===== src/rtl/hawk_pkg.sv =====
// hawk_pkg: shared cylinder type, default geometry and seek FSM states.
package hawk_pkg;
    typedef logic [8:0] cyl_t;
    localparam int MAX_CYL_DEFAULT = 407;
    typedef enum logic [1:0] {S_IDLE, S_MOVE, S_SETTLE, S_ERROR} seek_state_t;
endpackage


===== src/rtl/seek_sequencer_if.sv =====
// seek_sequencer_if: request/status bundle between the drive controller and the seek sequencer.
interface seek_sequencer_if;
    import hawk_pkg::*;
    logic en;
    logic seek_req;
    logic rtz_req;
    cyl_t target_cyl;
    cyl_t cur_cyl;
    logic on_cyl;
    logic busy;
    logic seek_error;
    logic step;
    logic dir;
    modport master (output en, seek_req, rtz_req, target_cyl,
                    input cur_cyl, on_cyl, busy, seek_error, step, dir);
    modport slave (input en, seek_req, rtz_req, target_cyl,
                   output cur_cyl, on_cyl, busy, seek_error, step, dir);
endinterface


===== src/rtl/seek_step_timer.sv =====
// seek_step_timer: loadable down-counter; done_o is high for the single cycle the count sits at 1.
module seek_step_timer #(
    parameter int W = 5
) (
    input  logic         clk,
    input  logic         rst,
    input  logic         load_i,
    input  logic [W-1:0] val_i,
    output logic         done_o
);
    logic [W-1:0] cnt_q, cnt_d;
    always_comb cnt_d = load_i ? val_i : (cnt_q != '0) ? cnt_q - W'(1) : cnt_q;
    always_ff @(posedge clk) cnt_q <= rst ? '0 : cnt_d;
    assign done_o = cnt_q == W'(1);
endmodule


===== src/rtl/seek_sequencer.sv =====
// seek_sequencer: head positioner FSM stepping one cylinder per STEP_CYCLES, then settling.
// Holds a one-entry pending seek that is launched at the edge the current settle completes.
module seek_sequencer
    import hawk_pkg::*;
#(
    parameter int STEP_CYCLES   = 4,
    parameter int SETTLE_CYCLES = 25,
    parameter int MAX_CYL       = MAX_CYL_DEFAULT
) (
    input logic             clk,
    input logic             rst,
    seek_sequencer_if.slave bus
);
    localparam int TW = $clog2((STEP_CYCLES > SETTLE_CYCLES ? STEP_CYCLES : SETTLE_CYCLES) + 1);
    localparam cyl_t MAX_C = cyl_t'(MAX_CYL);
    localparam logic [TW-1:0] STEP_LD   = TW'(STEP_CYCLES);
    localparam logic [TW-1:0] SETTLE_LD = TW'(SETTLE_CYCLES);

    seek_state_t   state_q, state_d;
    cyl_t          cur_q, cur_d, tgt_q, tgt_d, pend_q, pend_d, start_cyl, next_cyl;
    logic          pend_v_q, pend_v_d, on_q, on_d, busy_q, busy_d;
    logic          err_q, err_d, step_q, step_d, dir_q, dir_d;
    logic          req, rtz, settle_done, start, ld, t_done;
    logic [TW-1:0] ld_val;

    seek_step_timer #(.W(TW)) u_timer (
        .clk    (clk),
        .rst    (rst),
        .load_i (ld),
        .val_i  (ld_val),
        .done_o (t_done)
    );

    assign req         = bus.en & bus.seek_req;
    assign rtz         = bus.en & bus.rtz_req;
    assign settle_done = (state_q == S_SETTLE) & t_done;
    // rtz beats a simultaneous seek; a fresh seek at settle completion overrides the pending one
    assign start       = rtz | (req & (state_q == S_IDLE || state_q == S_ERROR || settle_done))
                       | (settle_done & pend_v_q);
    assign start_cyl   = rtz ? '0 : req ? bus.target_cyl : pend_q;
    assign next_cyl    = dir_q ? cur_q + 9'd1 : cur_q - 9'd1;

    always_comb begin
        state_d  = state_q;
        cur_d    = cur_q;
        tgt_d    = tgt_q;
        pend_d   = pend_q;
        pend_v_d = pend_v_q;
        on_d     = on_q;
        busy_d   = busy_q;
        err_d    = err_q;
        dir_d    = dir_q;
        step_d   = 1'b0;
        ld       = 1'b0;
        ld_val   = STEP_LD;
        if (start) begin
            pend_v_d = 1'b0;
            if (!rtz && start_cyl > MAX_C) begin
                state_d = S_ERROR;
                err_d   = 1'b1;
                on_d    = 1'b1;
                busy_d  = 1'b0;
            end else begin
                err_d   = 1'b0;
                on_d    = 1'b0;
                busy_d  = 1'b1;
                tgt_d   = start_cyl;
                ld      = 1'b1;
                state_d = (start_cyl == cur_q) ? S_SETTLE : S_MOVE;
                ld_val  = (start_cyl == cur_q) ? SETTLE_LD : STEP_LD;
                dir_d   = (start_cyl == cur_q) ? dir_q : start_cyl > cur_q;
            end
        end else begin
            if (req) begin
                pend_v_d = 1'b1;
                pend_d   = bus.target_cyl;
            end
            if (state_q == S_MOVE && t_done) begin
                cur_d   = next_cyl;
                step_d  = 1'b1;
                ld      = 1'b1;
                state_d = (next_cyl == tgt_q) ? S_SETTLE : S_MOVE;
                ld_val  = (next_cyl == tgt_q) ? SETTLE_LD : STEP_LD;
            end
            if (settle_done) begin
                state_d = S_IDLE;
                on_d    = 1'b1;
                busy_d  = 1'b0;
            end
        end
    end

    always_ff @(posedge clk) begin
        if (rst) begin
            state_q  <= S_IDLE;
            cur_q    <= '0;
            tgt_q    <= '0;
            pend_q   <= '0;
            pend_v_q <= 1'b0;
            on_q     <= 1'b1;
            busy_q   <= 1'b0;
            err_q    <= 1'b0;
            step_q   <= 1'b0;
            dir_q    <= 1'b0;
        end else begin
            state_q  <= state_d;
            cur_q    <= cur_d;
            tgt_q    <= tgt_d;
            pend_q   <= pend_d;
            pend_v_q <= pend_v_d;
            on_q     <= on_d;
            busy_q   <= busy_d;
            err_q    <= err_d;
            step_q   <= step_d;
            dir_q    <= dir_d;
        end
    end

    assign bus.cur_cyl    = cur_q;
    assign bus.on_cyl     = on_q;
    assign bus.busy       = busy_q;
    assign bus.seek_error = err_q;
    assign bus.step       = step_q;
    assign bus.dir        = dir_q;
endmodule

===== src/flat_wrapper.sv =====
// flat-port wrapper written by rule: the top's interface ports become plain ports
module seek_sequencer_flat import hawk_pkg::*;
#(
    parameter int STEP_CYCLES   = 4,
    parameter int SETTLE_CYCLES = 25,
    parameter int MAX_CYL       = MAX_CYL_DEFAULT
)
  (clk, rst, bus_en, bus_seek_req, bus_rtz_req, bus_target_cyl, bus_cur_cyl, bus_on_cyl, bus_busy, bus_seek_error, bus_step, bus_dir);
  seek_sequencer_if bus_i ();
  input logic clk;
  input logic rst;
  input wire logic [$bits(bus_i.en)-1:0] bus_en;
  input wire logic [$bits(bus_i.seek_req)-1:0] bus_seek_req;
  input wire logic [$bits(bus_i.rtz_req)-1:0] bus_rtz_req;
  input wire logic [$bits(bus_i.target_cyl)-1:0] bus_target_cyl;
  output wire logic [$bits(bus_i.cur_cyl)-1:0] bus_cur_cyl;
  output wire logic [$bits(bus_i.on_cyl)-1:0] bus_on_cyl;
  output wire logic [$bits(bus_i.busy)-1:0] bus_busy;
  output wire logic [$bits(bus_i.seek_error)-1:0] bus_seek_error;
  output wire logic [$bits(bus_i.step)-1:0] bus_step;
  output wire logic [$bits(bus_i.dir)-1:0] bus_dir;
  assign bus_i.en = bus_en;
  assign bus_i.seek_req = bus_seek_req;
  assign bus_i.rtz_req = bus_rtz_req;
  assign bus_i.target_cyl = bus_target_cyl;
  assign bus_cur_cyl = bus_i.cur_cyl;
  assign bus_on_cyl = bus_i.on_cyl;
  assign bus_busy = bus_i.busy;
  assign bus_seek_error = bus_i.seek_error;
  assign bus_step = bus_i.step;
  assign bus_dir = bus_i.dir;
  seek_sequencer #(.STEP_CYCLES(STEP_CYCLES), .SETTLE_CYCLES(SETTLE_CYCLES), .MAX_CYL(MAX_CYL)) u_core (.clk(clk), .rst(rst), .bus(bus_i));
endmodule

===== config.mk =====
export PLATFORM = sky130hd
export DESIGN_NAME = seek_sequencer_flat
export DESIGN_NICKNAME = d
export VERILOG_FILES = /design/src/rtl/hawk_pkg.sv /design/src/rtl/seek_sequencer_if.sv /design/src/rtl/seek_step_timer.sv /design/src/rtl/seek_sequencer.sv /design/src/flat_wrapper.sv
export SDC_FILE = /design/constraint.sdc
export NUM_CORES = 1
export LEC_CHECK = 0
export CAP_MARGIN = 20
export CORE_MARGIN = 5
export CORE_UTILIZATION = 55
export CTS_BUF_LIST = sky130_fd_sc_hd__clkbuf_4
export CTS_CLUSTER_DIAMETER = 100
export DETAILED_ROUTE_END_ITERATION = 10
export HOLD_SLACK_MARGIN = 0.05
export PLACE_DENSITY_LB_ADDON = 0.12
export SETUP_SLACK_MARGIN = 0.4
export SKIP_LAST_GASP = 1
export SLEW_MARGIN = 20
export SYNTH_ARGS = -nofsm -noshare
export SYNTH_HDL_FRONTEND = slang
export SYNTH_HIERARCHICAL = 1
export SYNTH_SLANG_ARGS = --single-unit

===== constraint.sdc =====
create_clock -name clk -period 3.7 [get_ports clk]
set_input_delay 0.74 -clock clk [delete_from_list [all_inputs] [get_ports clk]]
set_output_delay 0.74 -clock clk [all_outputs]
set_load 0.01 [all_outputs]

==> flow_summary.toml, run 1 <==
[detailed_routing]
first_pass_iters = 4
drt-initial-drc-count = 88
drc = 0
detail-route-antenna-nets = 0
avgViaCountPerCell = 5.81
num_vias = 2488
wl_um = 6410
wire_per_inst_um = 15.0

[grt]
gr-total-overflow = 0
grt_start_max_net_pins = 24
grt_pass1_wl_um = 10900
grt_usage = 0.207
antenna_found_initial = 0
grt_pass1_vias = 2325

[power_and_ir_drop]
irDropWorstVdd_v = 0.000222
total_power_w = 0.00143
leakage_nw = 1.37
power_density_nw_per_um2 = 440

[hold_path]
hp-class = "reg2reg"
hold_path_end = "u_core/bus.seek_error"
hold_depth = 2
holdCritStartpoint = "u_core/bus.seek_error"

[outcome]
status = "complete, no violations"

[floorplanning]
rows = 26
design.core.area_um2 = 5070
die_w_um = 81.9
initial_core_util = 0.560
dieHeight_um = 81.9
dieArea_um2 = 6700
pin_count = 28

[sta]
setup_violations = 0
fin_setup_tns_ps = 0
skew_ps = 15.2
rsz0062_at_grt = "no"
slew_viol_final = 0
min_period_ps = 3100
relSlewSlack = 0.427
fin_crit_sh = 0.838
tightest_slew_ps = 857
hold_viol_final = 0
fmax_mhz = 323

[setup_path]
worstRegToRegCells = 10
r2r_end = "u_core/u_timer/cnt_q[4]"
critical_path_arrival_ps = 3350
start_kind = "primary input"
endpoint_kind = "flip-flop"
path_class = "in2reg"
r2r-start = "u_core/bus.cur_cyl[0]"
rrSetupSlack_ps = 680
cp_max_fo = 7
required_ps = 3950

[place]
io_buffers = 27
hpwl_um = 4880
gp_congestion = 0.905
dp_cells = 420

[synthesis]
async_flop_share = 0
synth_enable_flop_cells = 0
yosysSeqAreaShare = 0.282
syn_avg_cell_area_um2 = 8.53
yosys.cell_types.count = 66
synth.net_count = 368
ys_seq_elements = 40
ys.flop_type = "dfxtp_1"
ys_warn_count = 6
postSynthCellCount = 333
synthesis.area_um2 = 2840

[final_layout]
fin_cells = 428
mostFrequentLayoutCells = "nor2_1 (44), dfxtp_1 (40), clkdlybuf4s50_1 (27)"
final_common_cell = "nor2_1"
drive_above_1_share = 0.0670
fin_nets = 392
syn_to_final_growth_pct = 14.2
diodes = 0

[clocking]
clkLatencyLatePin_ps = 350
cts.clk_slew.worst_paths_ps = 120
cts_buffers = 5
cts_root_buffer = "clkbuf_4"
numClockSinks = 40
post_cts_buffers = 0
hold_buffers = 0
cts_tree = "yes"
htreeDepth = 2
cts_resized = 0
cts.path.max_buffers = 2

[job]
drv_cap = 0
stage by stage:
step	instance area (um2)	util	worst slack [ps]	hold WS [ps]
after floorplan	2840	-	882	462
after global placement	3160	0.622	371	440
after detailed placement	3160	0.622	279	453
after CTS	3240	0.638	643	473
after global routing	3240	0.639	407	498
final	3240	0.639	600	467
sequential cells by signal, summed over array words and instances, names as in the netlist:
| name | count |
|---|---|
| u_core/bus.cur_cyl | 9 |
| u_core/bus.step | 1 |
| u_core/state_q | 2 |
| u_core/pend_q | 9 |
| u_core/bus.seek_error | 1 |
| u_core/bus.dir | 1 |
| u_core/u_timer/cnt_q | 5 |
| u_core/tgt_q | 9 |
| u_core/bus.on_cyl | 1 |
| u_core/bus.busy | 1 |
| u_core/pend_v_q | 1 |
power breakdown:
part           switching, W  total, W  leakage, nW  internal (W)
Combinational      0.000326  0.000609        0.999      0.000283
Clock              0.000156  0.000301       0.0418      0.000144
Sequential        0.0000428  0.000519        0.327      0.000476
Total              0.000525   0.00143         1.37      0.000903
cell type report:
| type | instances | area, um2 |
|---|---|---|
| Clock buffer | 5 | 37.5 |
| Clock inverter | 3 | 46.3 |
| Fill cell | 470 | 1830 |
| Inverter | 25 | 93.8 |
| Multi-Input combinational cell | 252 | 1860 |
| Sequential cell | 40 | 801 |
| Tap cell | 70 | 87.6 |
| Timing Repair Buffer | 33 | 315 |
logic make-up (layout without fill, tap and decap cells):
| family | after synthesis | count (layout) | synth area share |
|---|---|---|---|
| AO/OA/AOI/OAI | 87 | 87 | 0.231 |
| other | 1 | 1 | 0.00132 |
| flip-flops | 40 | 40 | 0.282 |
| AND/OR/NAND/NOR | 109 | 109 | 0.198 |
| XOR/XNOR | 16 | 16 | 0.0648 |
| multiplexers | 18 | 18 | 0.0634 |
| buffers and inverters | 41 | 66 | 0.0639 |
| adder cells (fa/ha/maj) | 21 | 21 | 0.0952 |
worst max-delay path, cell delays in order:
cell and delay [ps]:
clkdlybuf4s50_1 570, and3b_1 310, a22oi_1 330, inv_1 80, ha_1 310, nand4_1 100
nor3_1 280, buf_4 180, nand2_1 60, o31a_1 110, nand2b_1 140, o211a_1 130
Yosys cell counts, types with 3 or more instances:
cell	n	area share
o21ai_1	3	0.0053
ha_1	20	0.088
a22oi_2	3	0.013
nor4b_1	3	0.0093
a31oi_1	3	0.0066
nand2_1	16	0.021
buf_2	4	0.0070
o31ai_1	3	0.0079
inv_1	24	0.032
o21ai_0	3	0.0053
a22o_1	4	0.012
nor3_1	8	0.014
a211oi_1	12	0.032
mux2i_1	18	0.063
buf_6	3	0.012
dfxtp_1	40	0.28
nor2_1	44	0.058
o21a_1	6	0.016
xor2_1	5	0.015
a21oi_1	16	0.028
a21o_1	4	0.011
nand3_1	10	0.018
o2111ai_1	4	0.012
clkbuf_1	8	0.011
a22oi_1	4	0.011
xnor2_1	8	0.025
nor2b_1	3	0.0066
worst max path at each step:
stage	start	to	slack, ps	depth (start not counted)
6_report	bus_rtz_req	u_core/u_timer/cnt_q[2]	600	12
2_1_floorplan	bus_en	u_core/state_q[0]	880	12
3_3_place_gp	bus_rtz_req	u_core/u_timer/cnt_q[2]	370	12
3_5_place_dp	bus_rtz_req	u_core/u_timer/cnt_q[2]	280	12
4_1_cts	bus_rtz_req	u_core/u_timer/cnt_q[2]	640	12
5_1_grt	u_core/bus.cur_cyl[0]	u_core/u_timer/cnt_q[4]	410	10
layer usage:
metal	global-route usage	wire, um
met1	0.276	3080
met2	0.342	3070
met3	0.0417	217
met4	0.0498	50
met5	0	0
Power figures use the tool's default switching activity.
==> run 2: changes to the inputs <==
--- a/config.mk
+++ b/config.mk
@@ -7,7 +7,7 @@
 export LEC_CHECK = 0
 export CAP_MARGIN = 20
 export CORE_MARGIN = 5
-export CORE_UTILIZATION = 55
+export CORE_UTILIZATION = 54
 export CTS_BUF_LIST = sky130_fd_sc_hd__clkbuf_4
 export CTS_CLUSTER_DIAMETER = 100
 export DETAILED_ROUTE_END_ITERATION = 10
==> constraint.sdc (replaced) <==
create_clock -name clk -period 2.6 [get_ports clk]
set_input_delay 0.52 -clock clk [delete_from_list [all_inputs] [get_ports clk]]
set_output_delay 0.52 -clock clk [all_outputs]
set_load 0.01 [all_outputs]
==> run 2 against run 1 <==
Compared with the run above: the run now ends with negative setup slack left; total power grew 58%; die area grew 1.6%; register-to-register slack got worse by 730 ps; final area grew 21%; non-clock buffer count grew 55; sequential share of layout area is 4.0 points lower; critical path depth decreased by 2; flip-flop and latch count did not move; clock power rose by 12%; worst hold slack gained 2.3 ps.
==> flow_summary.toml, run 2 (synthesis results as in run 1) <==
[clocking]
cts.clk_slew.worst_paths_ps = 140
hold_buffers = 0
cts.path.max_buffers = 2
numClockSinks = 40
htreeDepth = 2
clkLatencyLatePin_ps = 360
cts_root_buffer = "clkbuf_4"
cts_tree = "yes"
cts_buffers = 5

[final_layout]
fin_nets = 447
diodes = 0
postLayoutCellArea_um2 = 3930
fillers = 369
drive_above_1_share = 0.305
final_common_cell = "buf_4"
fin_util = 0.770
mostFrequentLayoutCells = "buf_4 (61), nor2_1 (41), dfxtp_1 (37)"
syn_to_final_growth_pct = 38.5

[sta]
setup_violations = 1
relSlewSlack = 0.569
fmax_mhz = 378
tightest_slew_ps = 644
rsz0062_at_grt = "yes"
hold_ws_ps = 469
setup_slack_ps = -46.1
skew_ps = 13.9
min_period_ps = 2650
fin_crit_sh = 1.02
slew_viol_final = 0
hold_viol_final = 0

[setup_path]
startpoint = "u_core/bus.cur_cyl[0]"
worstSetupEndpoint = "u_core/u_timer/cnt_q[2]"
endpoint_kind = "flip-flop"
worstSetupPathDepth = 10
critPathSlowestCell = "fa_2"
r2r_end = "u_core/u_timer/cnt_q[2]"
start_kind = "flip-flop"
r2r-start = "u_core/bus.cur_cyl[0]"
critical-path-top-delay-family = "compound AO/OA/AOI/OAI gates"
path_cells = "inv_4 -> fa_2 -> xor2_4 -> o2111ai_2 -> nor4bb_2 -> buf_4 -> o2111ai_4 -> o31a_1 -> nand2b_1 -> o211a_1"
worst-path-buf-inv = 2
critical-path-max-stage-delay_ps = 630
rrSetupSlack_ps = -50
critical_path_arrival_ps = 2900
cp_max_fo = 2
worstRegToRegCells = 10
required_ps = 2860
path_class = "reg2reg"

[place]
hpwl_um = 5640
gp_congestion = 0.964
dpl_cell_area_um2 = 3600
io_buffers = 27
preCtsSetupSlack_ps = -350

[floorplanning]
design.core.area_um2 = 5110
initial_core_util = 0.556
pin_count = 28
die_w_um = 82.5
dieArea_um2 = 6810
rows = 26
dieHeight_um = 82.5

[power_and_ir_drop]
p_seq_frac = 0.329
p_switching_w = 0.000887
power_frac_comb = 0.522
p_sw_frac = 0.392
power_density_nw_per_um2 = 575
leakage_nw = 1.67
pwr-share-clk = 0.149
p_int_w = 0.00137
total_power_w = 0.00226
irDropWorstVdd_v = 0.000334

[grt]
grt_pass1_vias = 2792
grt_start_max_net_pins = 27
grt_pass1_wl_um = 12700
grt_usage = 0.240
antenna_found_initial = 0
gr-total-overflow = 0

[detailed_routing]
drc = 0
detail-route-antenna-nets = 0
drt-initial-drc-count = 129
num_vias = 2728
wire_per_inst_um = 16.1
wl_um = 7750
avgViaCountPerCell = 5.65
first_pass_iters = 4

[hold_path]
hp-class = "reg2reg"

[outcome]
violations = "negative setup slack"
status = "finished, violations left"

[job]
drv_cap = 0
-- run 2: changes by cell type in the layout (fill, tap and decap cells not counted), moves of 3 or more --
cell             change
dfxtp_1              -3
nor2_1               -3
nor2_2               +3
clkdlybuf4s50_1      -3
dfxtp_4              +3
ha_4                 +4
nand2_1              -3
a21oi_1              -3
buf_4               +55
clkdlybuf4s15_2      +3
o2111ai_1            -3
ha_1                 -6
inv_1                -3
-- run 2: metrics by stage --
stage	std cells	TNS, ps
final	483	-46.1
after global routing	483	-514
after CTS	480	0
after detailed placement	468	-3120
after global placement	468	-2240
after floorplan	333	0
-- run 2: worst min path at each step --
stage	start	endpoint	slack, ps	cells past startpoint
global placement	u_core/bus.seek_error	u_core/bus.seek_error	440	2
finish	u_core/bus.seek_error	u_core/bus.seek_error	470	2
CTS	u_core/bus.seek_error	u_core/bus.seek_error	470	2
global route	u_core/bus.seek_error	u_core/bus.seek_error	500	2
floorplan	u_core/tgt_q[2]	u_core/tgt_q[2]	460	2
detailed placement	u_core/bus.seek_error	u_core/bus.seek_error	460	2
-- run 2: layout make-up --
class / instances / area (um2) / area share
clock inverter: 3 / 18.8 / 0.00477
multi-input combinational: 252 / 2150 / 0.546
sequential: 40 / 812 / 0.206
clock buffer: 5 / 37.5 / 0.00954
timing repair buffer: 88 / 732 / 0.186
inverter: 25 / 98.8 / 0.0251
tap: 70 / 87.6 / 0.0223
-- run 2: per-layer routing --
layer	up-vias	part of all wire	global-route usage
li1	1368	-	-
met1	1282	0.44	0.299
met2	63	0.50	0.409
met3	15	0.036	0.0369
met4	0	0.022	0.101
met5	-	0	0
-- run 2: timing repair --
action,CTS,global route
buffers inserted,4,3
resized for setup,32,17
setup endpoints to repair,32,30
pin swaps,10,10
-- run 2: power by group through the flow --
stage | clock network [W] | logic [W] | registers (W)
final | 0.000337 | 0.00118 | 0.000744
after global routing | 0.000376 | 0.00129 | 0.000754
after CTS | 0.000349 | 0.00109 | 0.000740
after detailed placement | 0 | 0.00101 | 0.000753
after global placement | 0 | 0.000985 | 0.000751
after floorplan | 0 | 0.000695 | 0.000748
-- run 2: worst min-delay path, delay by kind of cell (launching register included) --
kind	cells	cell delay [ps]
DFF	1	340
and+or+nand+nor	1	50
AOI/OAI and AO/OA	1	50
==> run 3: changes to the inputs <==
--- a/config.mk
+++ b/config.mk
@@ -14,6 +14,7 @@
 export HOLD_SLACK_MARGIN = 0.05
 export PLACE_DENSITY_LB_ADDON = 0.12
 export SETUP_SLACK_MARGIN = 0.4
+export SKIP_CTS_REPAIR_TIMING = 1
 export SKIP_LAST_GASP = 1
 export SLEW_MARGIN = 20
 export SYNTH_ARGS = -nofsm -noshare
==> run 3 against run 2 <==
Compared with the run above: the run still ends with negative setup slack left; utilization down 0.12 points; die area unchanged; sequential power about the same; fmax up 0.32%; first-iteration DRC count up 1.6%; flip-flop and latch count unchanged; critical path type unchanged; critical endpoint unchanged; largest power group unchanged.
==> flow_summary.toml, run 3 (synthesis results as in run 1) <==
[outcome]
status = "finished, violations left"
violations = "negative setup slack"

[place]
dpl_cell_area_um2 = 3600
io_buffers = 27
preCtsSetupSlack_ps = -350
dp_cells = 468
gp_congestion = 0.964
hpwl_um = 5640

[grt]
antenna_found_initial = 0
grt_start_max_net_pins = 27
grtUsageMet3 = 0.0390
grt_pass1_vias = 2694
grt_usage = 0.232
gr-total-overflow = 0
grt_pass1_wl_um = 12200
grt.busiest_layer = "met2"
use_met2 = 0.397
grtUsageMet1 = 0.291

[detailed_routing]
num_vias = 2790
drt-initial-drc-count = 131
wire_per_inst_um = 16.0
wl_um = 7750
first_pass_iters = 4
avgViaCountPerCell = 5.78
detail-route-antenna-nets = 0
drc = 0

[floorplanning]
dieArea_um2 = 6810
design.core.area_um2 = 5110
dieHeight_um = 82.5
initial_core_util = 0.556
rows = 26
pin_count = 28
die_w_um = 82.5

[power_and_ir_drop]
power_frac_comb = 0.523
p_sw_frac = 0.392
p_seq_frac = 0.329
pwr-share-clk = 0.148
p_switching_w = 0.000886
irDropWorstVdd_v = 0.000326
p_int_w = 0.00138
power_density_nw_per_um2 = 576
leakage_nw = 1.69

[sta]
setup_violations = 1
fmax_mhz = 379
skew_ps = 14.6
setup_slack_ps = -37.6
hold_ws_ps = 470
hold_viol_final = 0
min_period_ps = 2640
tightest_slew_ps = 653
rsz0062_at_grt = "yes"
relSlewSlack = 0.563
slew_viol_final = 0
fin_crit_sh = 1.01

[setup_path]
worstRegToRegCells = 10
cp_max_fo = 2
endpoint_kind = "flip-flop"
critical_path_arrival_ps = 2900
path_class = "reg2reg"
r2r_end = "u_core/u_timer/cnt_q[2]"
r2r-start = "u_core/bus.cur_cyl[0]"
rrSetupSlack_ps = -40
start_kind = "flip-flop"
required_ps = 2860

[hold_path]
hp-class = "reg2reg"
hold_depth = 2
holdCritStartpoint = "u_core/bus.seek_error"
hold_path_end = "u_core/bus.seek_error"

[final_layout]
postLayoutCellArea_um2 = 3930
fillers = 366
regArea_um2 = 813
fin_nets = 447
multi_input_area_um2 = 2140
mostFrequentLayoutCells = "buf_4 (59), nor2_1 (41), dfxtp_1 (36)"
drive_above_1_share = 0.315
fin_cells = 483
diodes = 0
syn_to_final_growth_pct = 38.3
final_common_cell = "buf_4"

[clocking]
cts_buffers = 5
cts_tree = "yes"
cts.path.max_buffers = 2
clkLatencyLatePin_ps = 360
cts.clk_slew.worst_paths_ps = 140
numClockSinks = 40
htreeDepth = 2
cts_root_buffer = "clkbuf_4"

[job]
drv_cap = 0
[run 3: changes by cell type in the layout (fill, tap and decap cells not counted), moves of 2 or more]
cell,change
clkdlybuf4s15_2,-3
buf_4,-2
buf_6,+2
dlymetal6s2s_1,+2
[run 3: cell type report]
type / instances / area share
flip-flops and latches: 40 / 0.207
repair buffers: 88 / 0.187
well taps: 70 / 0.0223
inverters: 25 / 0.0252
multi-input cells: 252 / 0.544
clock inverters: 3 / 0.00478
clock buffers: 5 / 0.00956
[run 3: per-layer routing]
metal	share of wire	vias up
li1	-	1378
met1	0.43	1302
met2	0.50	91
met3	0.042	19
met4	0.026	0
met5	0	-
[run 3: critical path, stage by stage (launching register included)]
cell and delay (ps):
dfxtp_4 390, inv_4 40, fa_2 590, xor2_2 220
o2111ai_2 170, nor4bb_2 320, buf_4 170, o2111ai_4 130
o31a_1 280, nand2b_4 140, o211a_1 110
[run 3: through the flow]
stage	total power, W	utilization	setup TNS (ps)
after CTS	0.00210	0.716	-201
after global routing	0.00242	0.769	-333
final	0.00226	0.769	-37.6
after detailed placement	0.00176	0.705	-3120
after global placement	0.00174	0.705	-2240
after floorplan	0.00144	-	0
[run 3: worst max path at each step]
stage / start / to / cells past startpoint
floorplan: bus_en / u_core/u_timer/cnt_q[1] / 12
global placement: bus_en / u_core/state_q[0] / 10
detailed placement: bus_en / u_core/state_q[0] / 10
CTS: u_core/bus.cur_cyl[1] / u_core/u_timer/cnt_q[0] / 9
global route: u_core/bus.cur_cyl[0] / u_core/u_timer/cnt_q[2] / 10
finish: u_core/bus.cur_cyl[0] / u_core/u_timer/cnt_q[2] / 10
[run 3: power by group through the flow]
stage	logic (W)	registers, W	clock network (W)
global placement	0.000985	0.000751	0
detailed placement	0.00101	0.000753	0
global route	0.00129	0.000754	0.000375
CTS	0.00102	0.000738	0.000349
floorplan	0.000695	0.000748	0
finish	0.00118	0.000744	0.000335
==> patch 1: new RTL, settings of run 3 <==
Make the reset (`rst`) asynchronous in one clocked block.
--- a/src/rtl/seek_sequencer.sv
+++ b/src/rtl/seek_sequencer.sv
@@ -90,7 +90,7 @@
         end
     end
 
-    always_ff @(posedge clk) begin
+    always_ff @(posedge clk or posedge rst) begin
         if (rst) begin
             state_q  <= S_IDLE;
             cur_q    <= '0;
Function: differs if rst is asserted again (counterexample within 4 cycles, from zero or initial values and one cycle with rst high); with rst held inactive, the same outputs for 10 cycles.
==> patch 1 against run 3 <==
- the flow still finishes with violations (setup timing)
- routed wire length fell by 26%
- final area shrank 13%
- die area decreased by 8.4%
- sequential cell count is the same
- global-route usage down 3.5 points
- first-iteration DRC count down 41%
- maximum frequency decreased by 0.23%
- count of clock-buffer cells in the layout is 1 higher
- synthesized area shrank 9.6%
- worst setup slack lost 6.2 ps
Power is not compared: it rests on default switching activity, and its combinational part moved more than twofold at a synthesized area within 25%.
==> patch 1: results (changes against run 3) <==
{
  "mappedNetlistNets": {"value": 297, "change": "was 368"},
  "fin_setup_tns": {"value": -43.8, "unit": "ps", "change": "was -37.6 ps"},
  "violated_checks": {"value": "setup timing", "change": "unchanged"},
  "crit_end": {"value": "u_core/state_q[0]", "change": "was u_core/u_timer/cnt_q[2]"},
  "setup_clock_skew_after_layout": {"value": 11.2, "unit": "ps", "change": "was 14.6 ps"},
  "grt_max_degree": {"value": 29, "change": "was 27"},
  "via_per_inst": {"value": 5.55, "change": "was 5.78"},
  "worst_r2r_startpoint": {"value": "u_core/bus.dir", "change": "was u_core/bus.cur_cyl[0]"},
  "detailedPlace.worstSlack": {"value": -358, "unit": "ps", "change": "was -350 ps"},
  "routedWlPerCell": {"value": 14.9, "unit": "um", "change": "was 16.0 um"},
  "synthArstFlopShare": {"value": 87.5, "unit": "%", "change": "was 0%"},
  "detailed_place_hpwl": {"value": 4510, "unit": "um", "change": "was 5640 um"},
  "timing.critical_path.slowest_stage_cell": {"value": "sky130_fd_sc_hd__dfrtp_2", "change": "was sky130_fd_sc_hd__fa_2"},
  "final_total_power": {"value": 4.19, "unit": "mW"},
  "layout.nets": {"value": 363, "change": "was 447"},
  "slowest_delay": {"value": 480, "unit": "ps", "change": "was 590 ps"},
  "hold_path.startpoint": {"value": "u_core/bus.on_cyl", "change": "was u_core/bus.seek_error"},
  "synth_area_leaders": {"value": "sky130_fd_sc_hd__dfrtp_1 33%, sky130_fd_sc_hd__ha_1 9.7%, sky130_fd_sc_hd__mux2_2 5.3%", "change": "was sky130_fd_sc_hd__dfxtp_1 28%, sky130_fd_sc_hd__ha_1 8.8%, sky130_fd_sc_hd__mux2i_1 6.3%"},
  "report.final.setup_viol": {"value": 1, "change": "unchanged"},
  "clk_transition_reported_paths": {"value": 120, "unit": "ps", "change": "was 140 ps"},
  "seq_area_frac_synth": {"value": 38.0, "unit": "%", "change": "was 28.2%"},
  "synthDistinctLibCells": {"value": 56, "change": "was 66"},
  "status": {"value": "finished with violations", "change": "unchanged"},
  "final.setup.worst_slack": {"value": -43.8, "unit": "ps", "change": "was -37.6 ps"},
  "crit_arrival": {"value": 2880, "unit": "ps", "change": "was 2900 ps"}
}
## patch 1: stage by stage
stage / std cells / hold WS (ps)
6_report: 383 / 469
5_1_grt: 383 / 489
4_1_cts: 379 / 470
3_5_place_dp: 371 / 452
3_3_place_gp: 371 / 451
2_1_floorplan: 262 / 467
## patch 1: cell families after synthesis
logic type / Yosys count / share of synthesized area [%]
other: 1 / 0.146
and+or+nand+nor: 56 / 11.0
adders and majority gates: 21 / 10.5
muxes: 17 / 7.21
buffers and inverters: 35 / 5.60
DFF: 40 / 38.0
AOI/OAI and AO/OA: 70 / 19.1
xor gates and xnor gates: 22 / 8.33
## patch 1: layout make-up
type | instances | area, sq um
inverter | 29 | 114
fill | 342 | 1230
multi-input combinational | 187 | 1620
tap | 54 | 67.6
sequential | 40 | 981
clock buffer | 6 | 45.0
timing repair buffer | 65 | 568
clock inverter | 2 | 35.0
## patch 1: worst register-to-register path, cell delays in order, from the launching register on
cell,delay (ps)
sky130_fd_sc_hd__dfrtp_2,480
sky130_fd_sc_hd__inv_6,130
sky130_fd_sc_hd__ha_4,210
sky130_fd_sc_hd__a211o_1,310
sky130_fd_sc_hd__o21ai_2,90
sky130_fd_sc_hd__xnor3_1,260
sky130_fd_sc_hd__a311oi_2,250
sky130_fd_sc_hd__nand4_1,190
sky130_fd_sc_hd__or3_4,400
sky130_fd_sc_hd__a31o_1,220
## patch 1: layer usage
| layer | vias up | share of wire (%) | global-route usage, % |
|---|---|---|---|
| met4 | 0 | 1.5 | 5.33 |
| met2 | 39 | 50 | 33.8 |
| met1 | 1010 | 45 | 24.8 |
| met3 | 12 | 4.1 | 4.54 |
| met5 | - | 0 | 0 |
| li1 | 1063 | - | - |
==> patch 2: new RTL, config.mk and constraints of run 3 <==
Made on the original files. `STEP_CYCLES` is set to 4 in 2 places; all go to 8.
--- a/src/rtl/seek_sequencer.sv
+++ b/src/rtl/seek_sequencer.sv
@@ -3,7 +3,7 @@
 module seek_sequencer
     import hawk_pkg::*;
 #(
-    parameter int STEP_CYCLES   = 4,
+    parameter int STEP_CYCLES   = 8,
     parameter int SETTLE_CYCLES = 25,
     parameter int MAX_CYL       = MAX_CYL_DEFAULT
 ) (
--- a/src/flat_wrapper.sv
+++ b/src/flat_wrapper.sv
@@ -1,7 +1,7 @@
 // flat-port wrapper written by rule: the top's interface ports become plain ports
 module seek_sequencer_flat import hawk_pkg::*;
 #(
-    parameter int STEP_CYCLES   = 4,
+    parameter int STEP_CYCLES   = 8,
     parameter int SETTLE_CYCLES = 25,
     parameter int MAX_CYL       = MAX_CYL_DEFAULT
 )
Formal check against the unedited RTL: not equivalent (a bounded check fails within 10 cycles, from zero or initial values and one cycle with rst high).
==> patch 2 against run 3 <==
- synthesized area is 6.1% lower
- routed wire length is 5.3% lower
- critical path depth stayed put
- sequential cell count stayed put
- final area is 6.4% lower
- die area is 5.4% lower
- first-iteration DRC count is 12% lower
- power is 7.8% lower
- maximum frequency is 8.6% higher
- combinational power is 14% lower
- worst setup slack better by 210 ps
- critical endpoint is now u_core/u_timer/cnt_q[4]
- largest cell class unchanged
==> patch 2: results (changes against run 3) <==
{
  "status": {"value": "finished, final reports clean", "change": "was finished with violations"},
  "synth_area_leaders": {"value": "sky130_fd_sc_hd__dfxtp_1 30%, sky130_fd_sc_hd__ha_1 9.4%, sky130_fd_sc_hd__mux2i_1 5.3%", "change": "was sky130_fd_sc_hd__dfxtp_1 28%, sky130_fd_sc_hd__ha_1 8.8%, sky130_fd_sc_hd__mux2i_1 6.3%"},
  "num-nonclk-inverters": {"value": 21, "change": "was 25"},
  "multi_input_comb_area": {"value": 1960, "unit": "sq um", "change": "was 2140 sq um"},
  "fraction_of_final_layout_cells_sized_beyond_drive_strength_1": {"value": 29.7, "unit": "%", "change": "was 31.5%"},
  "grt_pass1_wl": {"value": 11300, "unit": "um", "change": "was 12200 um"},
  "leakagePower": {"value": 1.59, "unit": "nW", "change": "was 1.69 nW"},
  "detailed_place_hpwl": {"value": 5240, "unit": "um", "change": "was 5640 um"},
  "met1Wirelength": {"value": 3140, "unit": "um", "change": "was 3350 um"},
  "groute.layer.met1.usage": {"value": 27.5, "unit": "%", "change": "was 29.1%"},
  "detailedPlace.worstSlack": {"value": -302, "unit": "ps", "change": "was -350 ps"},
  "layout.clock_buffers": {"value": 6, "change": "was 5"},
  "critPathMaxFanout": {"value": 7, "change": "was 2"},
  "post_synth_most_frequent_cells": {"value": "40 x sky130_fd_sc_hd__dfxtp_1, 33 x sky130_fd_sc_hd__nor2_1, 21 x sky130_fd_sc_hd__inv_1, 21 x sky130_fd_sc_hd__nand2_1", "change": "was 44 x sky130_fd_sc_hd__nor2_1, 40 x sky130_fd_sc_hd__dfxtp_1, 24 x sky130_fd_sc_hd__inv_1"},
  "dr_total_vias": {"value": 2592, "change": "was 2790"},
  "grt_pass1_vias": {"value": 2431, "change": "was 2694"},
  "gr-usage-all-layers": {"value": 22.0, "unit": "%", "change": "was 23.2%"},
  "seq_area_frac_synth": {"value": 30.0, "unit": "%", "change": "was 28.2%"},
  "detail_route.iter0.violations": {"value": 115, "change": "was 131"},
  "number_of_fill_cells": {"value": 341, "change": "was 366"},
  "amount_of_wire_on_met3_after_detailed_routing": {"value": 364, "unit": "um", "change": "was 327 um"},
  "routedWlPerCell": {"value": 16.4, "unit": "um", "change": "was 16.0 um"},
  "bufAreaShareNonClock": {"value": 18.4, "unit": "%", "change": "was 18.7%"},
  "layout.nets": {"value": 414, "change": "was 447"},
  "global_route.usage.met3": {"value": 4.82, "unit": "%", "change": "was 3.90%"},
  "clk_transition_reported_paths": {"value": 120, "unit": "ps", "change": "was 140 ps"},
  "grt_max_degree": {"value": 21, "change": "was 27"},
  "routabilityCongestion": {"value": 0.857, "change": "was 0.964"}
}
## patch 2: cell count changes in the layout (fill, tap and decap cells not counted), moves of 4 or more
cell,before,now
sky130_fd_sc_hd__buf_4,59,48
sky130_fd_sc_hd__nand2_1,13,21
sky130_fd_sc_hd__nand3_1,9,2
sky130_fd_sc_hd__nor2_1,41,32
sky130_fd_sc_hd__o211ai_1,1,6
sky130_fd_sc_hd__o21ai_0,2,6
## patch 2: power groups by stage
stage	logic [mW]	registers, mW	clock network (mW)
floorplan	0.598	0.745	0
global placement	0.811	0.750	0
detailed placement	0.837	0.752	0
CTS	0.840	0.738	0.332
global route	1.10	0.757	0.359
finish	1.02	0.748	0.319
## patch 2: cells by family after synthesis
| kind of cell | after synthesis | synth area share [%] |
|---|---|---|
| simple gates | 87 | 16.6 |
| xor+xnor | 19 | 7.27 |
| mux | 14 | 5.25 |
| compound gates | 88 | 24.7 |
| other cells | 2 | 0.282 |
| flops | 40 | 30.0 |
| fa+ha+maj | 21 | 10.1 |
| buf+inv | 34 | 5.72 |
## patch 2: per-stage QoR
step	hold slack (ps)	power, mW	cells	utilization (%)
after global placement	448	1.56	430	69.4
after CTS	476	1.91	438	70.6
after global routing	536	2.21	447	77.3
final	473	2.08	447	77.3
after detailed placement	455	1.59	430	69.4
after floorplan	462	1.34	306	-
## patch 2: critical path: stages (launching register included)
cell	delay (ps)
sky130_fd_sc_hd__dfxtp_4	440
sky130_fd_sc_hd__inv_8	70
sky130_fd_sc_hd__ha_4	220
sky130_fd_sc_hd__a21o_1	180
sky130_fd_sc_hd__a31o_1	230
sky130_fd_sc_hd__or2_1	260
sky130_fd_sc_hd__o211ai_1	280
sky130_fd_sc_hd__and4_4	290
sky130_fd_sc_hd__a32o_2	200
sky130_fd_sc_hd__nand2_1	70
sky130_fd_sc_hd__a21oi_2	130
